[src/rtl/afifo_rd_streamer_if.sv]
// Read-side streamer bundle: FIFO pop interface plus the outgoing valid/ready stream.
// master is the streamer; slave is the FIFO/downstream environment around it.
interface afifo_rd_streamer_if #(
    parameter int DATA_W = 8,
    parameter int CNT_W  = 16
);
    logic              en;
    logic              rempty;
    logic [DATA_W-1:0] rdata;
    logic              rinc;
    logic              m_valid;
    logic              m_ready;
    logic [DATA_W-1:0] m_data;
    logic              m_last;
    logic [CNT_W-1:0]  words_out;
    logic              busy;

    modport master (
        input  en, rempty, rdata, m_ready,
        output rinc, m_valid, m_data, m_last, words_out, busy
    );

    modport slave (
        output en, rempty, rdata, m_ready,
        input  rinc, m_valid, m_data, m_last, words_out, busy
    );
endinterface

[src/rtl/afifo_rd_streamer.sv]
// Drains a first-word-fall-through async FIFO into a 2-entry buffer and re-presents
// the words on a valid/ready stream with burst framing and a saturating beat counter.
module afifo_rd_streamer #(
    parameter int DATA_W    = 8,
    parameter int BURST_LEN = 4,
    parameter int CNT_W     = 16
) (
    input  logic                rclk,
    input  logic                rrst_n,
    afifo_rd_streamer_if.master bus
);
    localparam int BEAT_W = (BURST_LEN > 1) ? $clog2(BURST_LEN) : 1;
    localparam logic [BEAT_W-1:0] LAST_BEAT = BEAT_W'(BURST_LEN - 1);

    logic [1:0]        occ_q, occ_d;
    logic              head_q, head_d;
    logic              tail_q, tail_d;
    logic [DATA_W-1:0] mem_q [2];
    logic [DATA_W-1:0] mem_d [2];
    logic [BEAT_W-1:0] beat_q, beat_d;
    logic [CNT_W-1:0]  words_out_q, words_out_d;
    logic              push;
    logic              pop;

    // Pop decision uses only registered occupancy, so m_ready never reaches rinc.
    always_comb begin
        push        = rrst_n & bus.en & ~bus.rempty & (occ_q != 2'd2);
        pop         = (occ_q != 2'd0) & bus.m_ready;
        occ_d       = occ_q;
        head_d      = head_q;
        tail_d      = tail_q;
        mem_d       = mem_q;
        beat_d      = beat_q;
        words_out_d = words_out_q;

        if (push) begin
            mem_d[tail_q] = bus.rdata;
            tail_d        = ~tail_q;
        end

        if (pop) begin
            head_d = ~head_q;
            beat_d = (beat_q == LAST_BEAT) ? '0 : beat_q + 1'b1;
            if (words_out_q != '1) begin
                words_out_d = words_out_q + 1'b1;
            end
        end

        occ_d = occ_q + {1'b0, push} - {1'b0, pop};
    end

    always_ff @(posedge rclk) begin
        if (!rrst_n) begin
            occ_q       <= '0;
            head_q      <= 1'b0;
            tail_q      <= 1'b0;
            mem_q[0]    <= '0;
            mem_q[1]    <= '0;
            beat_q      <= '0;
            words_out_q <= '0;
        end else begin
            occ_q       <= occ_d;
            head_q      <= head_d;
            tail_q      <= tail_d;
            mem_q       <= mem_d;
            beat_q      <= beat_d;
            words_out_q <= words_out_d;
        end
    end

    assign bus.rinc      = push;
    assign bus.m_valid   = (occ_q != 2'd0);
    assign bus.m_data    = mem_q[head_q];
    assign bus.m_last    = (occ_q != 2'd0) & (beat_q == LAST_BEAT);
    assign bus.words_out = words_out_q;
    assign bus.busy      = (occ_q != 2'd0) | push;
endmodule

[src/flat_wrapper.sv]
// flat-port wrapper written by rule: the top's interface ports become plain ports
module afifo_rd_streamer_flat 
#(
    parameter int DATA_W    = 8,
    parameter int BURST_LEN = 4,
    parameter int CNT_W     = 16
)
  (rclk, rrst_n, bus_en, bus_rempty, bus_rdata, bus_m_ready, bus_rinc, bus_m_valid, bus_m_data, bus_m_last, bus_words_out, bus_busy);
  afifo_rd_streamer_if #(.DATA_W(DATA_W), .CNT_W(CNT_W)) bus_i ();
  input  logic rclk;
  input  logic rrst_n;
  input wire logic [$bits(bus_i.en)-1:0] bus_en;
  input wire logic [$bits(bus_i.rempty)-1:0] bus_rempty;
  input wire logic [$bits(bus_i.rdata)-1:0] bus_rdata;
  input wire logic [$bits(bus_i.m_ready)-1:0] bus_m_ready;
  output wire logic [$bits(bus_i.rinc)-1:0] bus_rinc;
  output wire logic [$bits(bus_i.m_valid)-1:0] bus_m_valid;
  output wire logic [$bits(bus_i.m_data)-1:0] bus_m_data;
  output wire logic [$bits(bus_i.m_last)-1:0] bus_m_last;
  output wire logic [$bits(bus_i.words_out)-1:0] bus_words_out;
  output wire logic [$bits(bus_i.busy)-1:0] bus_busy;
  assign bus_i.en = bus_en;
  assign bus_i.rempty = bus_rempty;
  assign bus_i.rdata = bus_rdata;
  assign bus_i.m_ready = bus_m_ready;
  assign bus_rinc = bus_i.rinc;
  assign bus_m_valid = bus_i.m_valid;
  assign bus_m_data = bus_i.m_data;
  assign bus_m_last = bus_i.m_last;
  assign bus_words_out = bus_i.words_out;
  assign bus_busy = bus_i.busy;
  afifo_rd_streamer #(.DATA_W(DATA_W), .BURST_LEN(BURST_LEN), .CNT_W(CNT_W)) u_core (.rclk(rclk), .rrst_n(rrst_n), .bus(bus_i));
endmodule
[config.mk]
export PLATFORM = sky130hd
export DESIGN_NAME = afifo_rd_streamer_flat
export DESIGN_NICKNAME = d
export VERILOG_FILES = /design/src/rtl/afifo_rd_streamer_if.sv /design/src/rtl/afifo_rd_streamer.sv /design/src/flat_wrapper.sv
export SDC_FILE = /design/constraint.sdc
export NUM_CORES = 1
export LEC_CHECK = 0
export CAP_MARGIN = 40
export CORE_MARGIN = 2
export CORE_UTILIZATION = 53
export DETAILED_ROUTE_END_ITERATION = 8
export PLACE_DENSITY = 0.89
export SLEW_MARGIN = 20
export SYNTH_ARGS = -nofsm -noshare
export SYNTH_HDL_FRONTEND = slang
export SYNTH_SLANG_ARGS = --single-unit
[constraint.sdc]
create_clock -name rclk -period 3.3 [get_ports rclk]
set_input_delay 0.495 -clock rclk [delete_from_list [all_inputs] [get_ports rclk]]
set_output_delay 0.495 -clock rclk [all_outputs]
set_load 0.01 [all_outputs]
# Word level (Yosys, flattened, before mapping)
# Cells that the tools add are included.
[word_totals] input_bits=13 output_inout_bits=28 reg_bits=38 elab_cells=38
[classes] n_eq_ne=3 n_addsub=4 bitwise=11 n_reduce_logical=3 muxes=7 order_cmp=3
[op_table] cell="$mux W8" n=4
[op_table] cell="$add A16 B1 Y16 const B" n=1
[op_table] cell="$bwmux W16" n=1
[op_table] cell="$ne A16 B16 Y1 const B" n=1
[op_table] cell="$demux W8 S1" n=1
[op_table] cell="$and A1 B1 Y1" n=5
[op_table] cell="$ge A2 B2 Y1 const B" n=2
[op_table] cell="$not A1 Y2" n=2
[op_table] cell="$not A1 Y1" n=3
[op_table] cell="$add A2 B1 Y2" n=1
[op_table] cell="$add A2 B1 Y2 const B" n=1
[op_table] cell="$eq A2 B2 Y1 const B" n=1
[op_table] cell="$lt A2 B1 Y1 const B" n=1
[op_table] cell="$mux W2" n=1
[op_table] cell="$ne A2 B2 Y1 const B" n=1
[op_table] cell="$reduce_and A2 Y1" n=1
[op_table] cell="$reduce_bool A2 Y1" n=1
[op_table] cell="$sub A2 B1 Y2" n=1
[op_table] cell="$logic_and A1 B1 Y1" n=1
[op_table] cell="$or A1 B1 Y1" n=1

# Depth between registers and ports, before layout
# Gate-level depths: netlist of the first run.
[depth] word_depth=6 mapped_depth=9 ltp_nobuf=8

# Worst setup path after synthesis of the first run
# Ideal clock, no wire load.
[synth_timing] kind="input to register" startpoint="input bus_rempty" endpoint="register u_core.occ_q[0]" path_buffers=1 t_required_ps=3185 path_slack_ps=1167 path_stages=8 setup_time_ps=115 arrival_ps=2018 cell_sequence="nand3b_1 -> nor2_1 -> clkbuf_1 -> inv_1 -> ha_1 -> inv_1 -> ha_1 -> and2_1"
[synth_between] elab_chain_cells=5
[synth_rtl] item="start, declared" line_no="flat_wrapper.sv:13" source="input wire logic [$bits(bus_i.rempty)-1:0] bus_rempty;"
[synth_rtl] item="$not A1 Y1" line_no="afifo_rd_streamer.sv:27" source="push = rrst_n & bus.en & ~bus.rempty & (occ_q != 2'd2);"
[synth_rtl] item="$and A1 B1 Y1 (2 in a row)" line_no="afifo_rd_streamer.sv:27"
[synth_rtl] item="named net bus_rinc" line_no="flat_wrapper.sv:16" source="output wire logic [$bits(bus_i.rinc)-1:0] bus_rinc;"
[synth_rtl] item="$add A2 B1 Y2" line_no="afifo_rd_streamer.sv:49" source="occ_d = occ_q + {1'b0, push} - {1'b0, pop};"
[synth_rtl] item="$sub A2 B1 Y2" line_no="afifo_rd_streamer.sv:49"
[synth_rtl] item="named net u_core.occ_d[0]" line_no="afifo_rd_streamer.sv:15" source="logic [1:0] occ_q, occ_d;"
[synth_rtl] item="end signal, assigned" line_no="afifo_rd_streamer.sv:54" source="occ_q <= '0;"
[synth_rtl] item="end signal, assigned" line_no="afifo_rd_streamer.sv:62" source="occ_q <= occ_d;"
[synth_rtl] item="end, declared" line_no="afifo_rd_streamer.sv:15"
# The timed path passes the listed nets, and every way through them passes these cells.
# A chain may end at the register's enable or synchronous reset.

# Final worst setup path of the first run
[layout_timing] startpoint="input rrst_n" endpoint="output bus_rinc"
[layout_between] elab_chain_cells=3
[layout_rtl] item="start, declared" line_no="flat_wrapper.sv:11" source="input logic rrst_n;"
[layout_rtl] item="$and A1 B1 Y1 (3 in a row)" line_no="afifo_rd_streamer.sv:27"
[layout_rtl] item="end, declared" line_no="flat_wrapper.sv:16"
# No other way between the ends.

==> summary.txt, run 1 <==
Outcome
  – Status: completed

GRT
  – Number of global-route vias before repair: 1433
  – Initial antenna violation count: 0
  – First-pass GRT wire length: 6.47 mm
  – Total track usage: 23.4%
  – Largest net degree at the start of global routing: 19
  – Met2 usage: 38.3%
  – Grt met3 use: 4.35%
  – GRT met1 Usage: 30.0%
  – Global routing's busiest layer: met2
  – Total congestion overflow: 0

Synth
  – Yosys warns: 0
  – Synth top area cells: dfxtp_1, mux2i_1, mux2_2
  – Number of synthesized register bits: 38
  – Cell taking the most area after synthesis: dfxtp_1
  – Post-Syn Nets: 213
  – Register area share after synthesis: 43.1%
  – Ys flop type: dfxtp_1
  – Post-synthesis cell type count: 46
  – EDFF count, synth: 0
  – Mapped cell area: 1770 µm²
  – Synthesized instance count: 196
  – Asr flop ratio synth: 0%
  – Area share of the largest cell type after synthesis: 43.1%
  – Synth Area per Inst: 9.01 µm²

Clocking
  – Clk Tree Root Cell: clkbuf_4
  – CTS Buf Count: 5
  – CTS HTree Levels: 2
  – Number of cells upsized or downsized after cts: 0
  – Clock Path Buffers: 2
  – Setup Buffers After CTS: 0
  – Reg clk slew, reported paths: 120 ps
  – CTS sink count: 38
  – Worst-Skew Late Latency: 350 ps
  – Hold_buf cts: 0
  – CTS tree: built

Drt
  – DR iter-0 viols: 59
  – Router iterations before antenna repair: 4
  – Via count: 1638
  – Routed WL per cell: 14.5 µm
  – Number of vias per cell: 5.79
  – Antenna viol nets, final: 0
  – Number of remaining DRC errors: 0
  – Post-Route WL: 4.11 mm

Cells and area
  – Multi-input combinational cell area: 947 µm²
  – Nets: 255
  – Share of cells above drive strength 1: 11.3%
  – Commonest non-fill, non-tap cells in the layout: clkdlybuf4s50_1, dfxtp_1, nand2_1
  – N_diodes: 0
  – Storage element area: 761 µm²
  – Commonest non-fill, non-tap cell in the layout: clkdlybuf4s50_1
  – Layout fillers: 246
  – Layout area overhead: 30.3%

Worst setup path
  – Crit path max fanout: 11
  – CP Cell Sequence: clkdlybuf4s50_1 > nand3b_1 > nor2_1 > buf_4 > clkdlybuf4s50_1
  – Reg-to-reg startpoint: u_core.bus.words_out[12]$_SDFFE_PN0P_
  – Crit path required time: 2800 ps
  – R2R cell count: 6
  – Worst EP arrival: 2040 ps
  – Setup CP Type: input port to output pin
  – Critical path's largest stage delay: 560 ps
  – Critical Path End Type: output pin
  – Critical path's slowest cell: clkdlybuf4s50_1
  – Cell repeated most along the worst path: clkdlybuf4s50_1
  – Setup slack, reg-to-reg: 1370 ps
  – Worst setup path start: rrst_n
  – CP startpoint kind: input port
  – Reg-to-reg endpoint: u_core.bus.words_out[6]$_SDFFE_PN0P_
  – Worst setup path end: bus_rinc

Floorplan
  – Io pins: 41
  – Die area: 3810 µm²
  – Die Span Y: 61.7 µm
  – Initial Util: 56.9%
  – Core box area: 3100 µm²
  – Die width: 61.7 µm
  – Cell row count: 20

Place
  – Place WS: 753 ps
  – IO buf count: 40
  – Post-DP HPWL: 2.93 mm
  – RD Place Congestion: 0.778

STA
  – Final Critical Period: 2540 ps
  – Relative slew slack: 63.5%
  – Fmax: 0.394 GHz
  – Setup TNS: 0 ps
  – Fin. Hold Viols: 0
  – Worst-margin pin slew: 546 ps
  – Period utilization: 77.0%
  – Slew Viols, Final: 0
  – Fin worst setup slack: 760 ps
  – Endpoints failing setup: 0
  – Hold_ws: 461 ps
  – Final worst clock skew: 10.4 ps
  – RSZ-0062 raised after global routing: no

Worst hold path
  – Hold crit path type: flop to flop

Power and ir drop
  – Leakage power: 0.824 nW
  – Pwr/cell area: 452 nW/µm²
  – Worst vdd ir: 0.338 mV

Run
  – Total of max-cap violations: 0
==> worst min path at each step <==
stage	from	end	slack, ps	cells past startpoint
2_1_floorplan	u_core.mem_q[0]$_SDFFE_PN0P_	u_core.mem_q[0]$_SDFFE_PN0P_	430	2
3_3_place_gp	u_core.mem_q[7]$_SDFFE_PN0P_	u_core.mem_q[7]$_SDFFE_PN0P_	440	2
3_5_place_dp	u_core.mem_q[0]$_SDFFE_PN0P_	u_core.mem_q[0]$_SDFFE_PN0P_	450	2
4_1_cts	u_core.mem_q[0]$_SDFFE_PN0P_	u_core.mem_q[0]$_SDFFE_PN0P_	460	2
5_1_grt	u_core.mem_q[1]$_SDFFE_PN0P_	u_core.mem_q[1]$_SDFFE_PN0P_	480	2
6_report	u_core.mem_q[7]$_SDFFE_PN0P_	u_core.mem_q[7]$_SDFFE_PN0P_	460	2
==> power by group <==
part	switching (mW)	internal [mW]
clock network	0.152	0.161
logic	0.0906	0.112
registers	0.0398	0.485
total	0.282	0.758
==> flip-flops by register name, summed over array words and instances (netlist names) <==
register,cells
u_core.beat_q,2
u_core.bus.words_out,16
u_core.head_q,1
u_core.mem_q,16
u_core.occ_q,2
u_core.tail_q,1
==> cells by family (layout without fill, tap and decap cells) <==
| kind of cell | Yosys count | after routing | synth area share, % |
|---|---|---|---|
| compound gates | 38 | 38 | 13.3 |
| xor+xnor | 4 | 4 | 1.98 |
| fa+ha+maj | 4 | 4 | 2.83 |
| buf+inv | 15 | 58 | 3.26 |
| flops | 38 | 38 | 43.1 |
| mux | 19 | 19 | 11.3 |
| simple gates | 78 | 78 | 24.2 |
==> cells in the mapped netlist (6+ instances only) <==
library cell	count
a21oi_1	16
nand2_1	17
nor2_1	14
nand3_1	12
clkbuf_1	9
nand4_1	6
o21ai_0	7
mux2i_1	11
mux2_2	8
dfxtp_1	38
==> per-layer routing <==
layer / vias up / wire, µm
li1: 795 / -
met3: 7 / 245
met1: 783 / 1770
met4: 0 / 59
met5: - / 0
met2: 53 / 2040
==> area by class of cell <==
cell class,instances,share of cell area (%)
clock buffers,7,1.96
inverters,5,0.816
flip-flops and latches,38,33.1
clock inverters,1,1.31
repair buffers,45,19.3
well taps,44,2.39
multi-input cells,143,41.2
==> through the flow <==
step / total power, mW / utilization (%) / cells / area [µm²]
3_3_place_gp: 0.726 / 71.0 / 273 / 2200
3_5_place_dp: 0.739 / 71.5 / 274 / 2220
2_1_floorplan: 0.647 / - / 196 / 1770
4_1_cts: 1.05 / 74.0 / 282 / 2290
5_1_grt: 1.08 / 74.1 / 283 / 2300
6_report: 1.04 / 74.1 / 283 / 2300
==> worst max-delay path, delay by kind of cell <==
family | cells | cell delay, ps
buffers and inverters | 3 | 1230
AND/OR/NAND/NOR | 2 | 330
Note: power is estimated with default switching activity, not from simulation.
==> inputs of run 2 (changes only) <==
CORE_UTILIZATION = 44   (was 53)
PLACE_DENSITY = 0.8   (was 0.89)
clock period = 2.1 ns   (was 3.3 ns; I/O delays follow)
==> run 2 against run 1 <==
  * First-iteration DRC count decreased by 3.4%
  * Global-route usage shrank 3.7 points
  * Cell area up 4.2%
  * Wire length shrank 1.8%
  * Combinational power rose by 70%
  * Flip-flop and latch count unchanged
  * Final cell count grew 4.6%
  * Utilization decreased by 13 points
==> summary.txt, run 2 (synthesized netlist as in run 1, its figures left out) <==
Place
  – RD Place Congestion: 0.813 (+4.4%)
  – IO buf count: 40 (unchanged)
  – Post-DP HPWL: 2.90 mm (-0.87%)
  – DP Area: 2280 µm² (+2.7%)

STA
  – Final Critical Period: 2000 ps
  – Slew Viols, Final: 0 (unchanged)
  – Worst-margin pin slew: 459 ps (-86.8 ps)
  – Fmax: 0.501 GHz
  – Endpoints failing setup: 0 (unchanged)
  – Final worst clock skew: 7.35 ps (-3.03 ps)
  – Setup TNS: 0 ps (unchanged)
  – Fin. Hold Viols: 0 (unchanged)
  – Period utilization: 95.0%
  – Relative slew slack: 69.1% (+5.6 points)

Cells and area
  – Fin area: 2400 µm² (+4.2%)
  – Storage element area: 762 µm² (+0.16%)
  – Commonest non-fill, non-tap cell in the layout: clkdlybuf4s50_1
  – Layout area overhead: 35.8%
  – Layout fillers: 355 (+44%)
  – Nets: 262 (+2.7%)
  – Final core occ: 60.8% (-13 points)
  – N_diodes: 0 (unchanged)
  – Commonest non-fill, non-tap cells in the layout: clkdlybuf4s50_1, dfxtp_1, nand2_1
  – Multi-input combinational cell area: 950 µm² (+0.26%)
  – Share of cells above drive strength 1: 15.4% (+4.2 points)

Drt
  – Number of vias per cell: 5.45 (-5.9%)
  – Via count: 1612 (-1.6%)
  – Routed WL per cell: 13.6 µm (-6.1%)
  – Antenna viol nets, final: 0 (unchanged)
  – DR iter-0 viols: 57 (-3.4%)
  – Number of remaining DRC errors: 0 (unchanged)
  – Post-Route WL: 4.04 mm (-1.8%)
  – Router iterations before antenna repair: 4 (unchanged)

Clocking
  – Setup Buffers After CTS: 0 (unchanged)
  – Reg clk slew, reported paths: 80 ps (-40 ps)
  – CTS HTree Levels: 2 (unchanged)
  – CTS tree: built
  – CTS Buf Count: 5 (unchanged)
  – Clk Tree Root Cell: clkbuf_8
  – Worst-Skew Late Latency: 290 ps (-60 ps)
  – Clock Path Buffers: 2 (unchanged)
  – CTS sink count: 38 (unchanged)

Worst setup path
  – Crit path max fanout: 4 (-7)
  – Reg-to-reg startpoint: u_core.bus.words_out[0]$_SDFFE_PN0P_
  – CP Depth: 4 (-1)
  – Worst setup path end: bus_rinc
  – Crit path max-delay family: buffers and inverters
  – Setup CP Type: input port to output pin
  – R2R cell count: 5 (-1)
  – Critical Path End Type: output pin
  – Worst EP arrival: 1680 ps (-360 ps)
  – Buffers & Inverters on Critical Path: 2 (-1)
  – CP startpoint kind: input port
  – Crit path required time: 1780 ps (-1020 ps)
  – Worst setup path start: rrst_n
  – CP Cell Sequence: clkdlybuf4s50_1 > nand3b_1 > nor2_2 > clkdlybuf4s50_1
  – Critical path's slowest cell: clkdlybuf4s50_1
  – Reg-to-reg endpoint: u_core.bus.words_out[14]$_SDFFE_PN0P_
  – Cell repeated most along the worst path: clkdlybuf4s50_1
  – Critical path's largest stage delay: 570 ps (about the same)
  – Setup slack, reg-to-reg: 270 ps (-1100 ps)

Floorplan
  – Io pins: 41 (unchanged)
  – Die Span Y: 67.3 µm (+9.1%)
  – Cell row count: 23 (+15%)
  – Die area: 4540 µm² (+19%)
  – Core box area: 3940 µm² (+27%)
  – Initial Util: 44.8% (-12 points)
  – Die width: 67.3 µm (+9.1%)

Power and ir drop
  – Pwr/cell area: 745 nW/µm² (+65%)
  – Leakage power: 0.867 nW (+5.2%)
  – Worst vdd ir: 0.385 mV (+14%)

GRT
  – Total congestion overflow: 0 (unchanged)
  – Number of global-route vias before repair: 1520 (+6.1%)
  – Total track usage: 19.7% (-3.7 points)
  – Largest net degree at the start of global routing: 14 (-5)
  – Initial antenna violation count: 0 (unchanged)
  – First-pass GRT wire length: 6.78 mm (+4.9%)

Worst hold path
  – Hold crit path type: flop to flop

Run
  – Total of max-cap violations: 0 (unchanged)

Outcome
  – Status: completed
==> run 2: power by group <==
part | internal (mW) | total [mW] | switching, mW
sequential | 0.763 | 0.821 | 0.0571
combinational | 0.193 | 0.346 | 0.153
clock | 0.353 | 0.619 | 0.266
==> run 2: cell type report <==
| cell class | instances | share of cell area [%] |
|---|---|---|
| Timing Repair Buffer | 52 | 20.5 |
| Multi-Input combinational cell | 143 | 39.6 |
| Sequential cell | 38 | 31.8 |
| Clock buffer | 5 | 2.87 |
| Clock inverter | 3 | 1.88 |
| Inverter | 5 | 0.783 |
| Tap cell | 50 | 2.61 |
==> run 2: per-layer routing <==
layer	global-route usage, %	wire length, µm	up-vias
li1	-	-	811
met2	33.3	1930	48
met3	4.83	220	7
met5	0	0	-
met1	24.4	1820	746
met4	6.89	61	0
==> run 2: per-stage QoR <==
stage          hold WS, ps  instances  worst slack, ps  power [mW]
3_3_place_gp           439        288             21.8        1.17
3_5_place_dp           445        288             4.15        1.18
4_1_cts                458        296             10.7        1.80
6_report               457        296              105        1.79
2_1_floorplan          433        196              147        1.02
5_1_grt                470        296            -2.47        1.87
==> run 2: timing repair <==
item,4_1_cts,5_1_grt
gates resized for setup,0,2
hold buffers,0,0
setup endpoints to repair,0,8
==> run 2: worst min-delay path by stage <==
stage | startpoint | to | slack (ps) | cells past startpoint
after detailed placement | u_core.mem_q[2]$_SDFFE_PN0P_ | u_core.mem_q[2]$_SDFFE_PN0P_ | 440 | 2
after global routing | u_core.mem_q[6]$_SDFFE_PN0P_ | u_core.mem_q[6]$_SDFFE_PN0P_ | 470 | 2
final | u_core.mem_q[6]$_SDFFE_PN0P_ | u_core.mem_q[6]$_SDFFE_PN0P_ | 460 | 2
after floorplan | u_core.mem_q[0]$_SDFFE_PN0P_ | u_core.mem_q[0]$_SDFFE_PN0P_ | 430 | 2
after global placement | u_core.mem_q[6]$_SDFFE_PN0P_ | u_core.mem_q[6]$_SDFFE_PN0P_ | 440 | 2
after CTS | u_core.mem_q[2]$_SDFFE_PN0P_ | u_core.mem_q[2]$_SDFFE_PN0P_ | 460 | 2
==> run 2: worst reg2reg max path: stages (launching register included) <==
cell	delay, ps
dfxtp_1	440
ha_1	230
and3_1	210
nand4_1	290
o31a_1	380
o21a_1	170
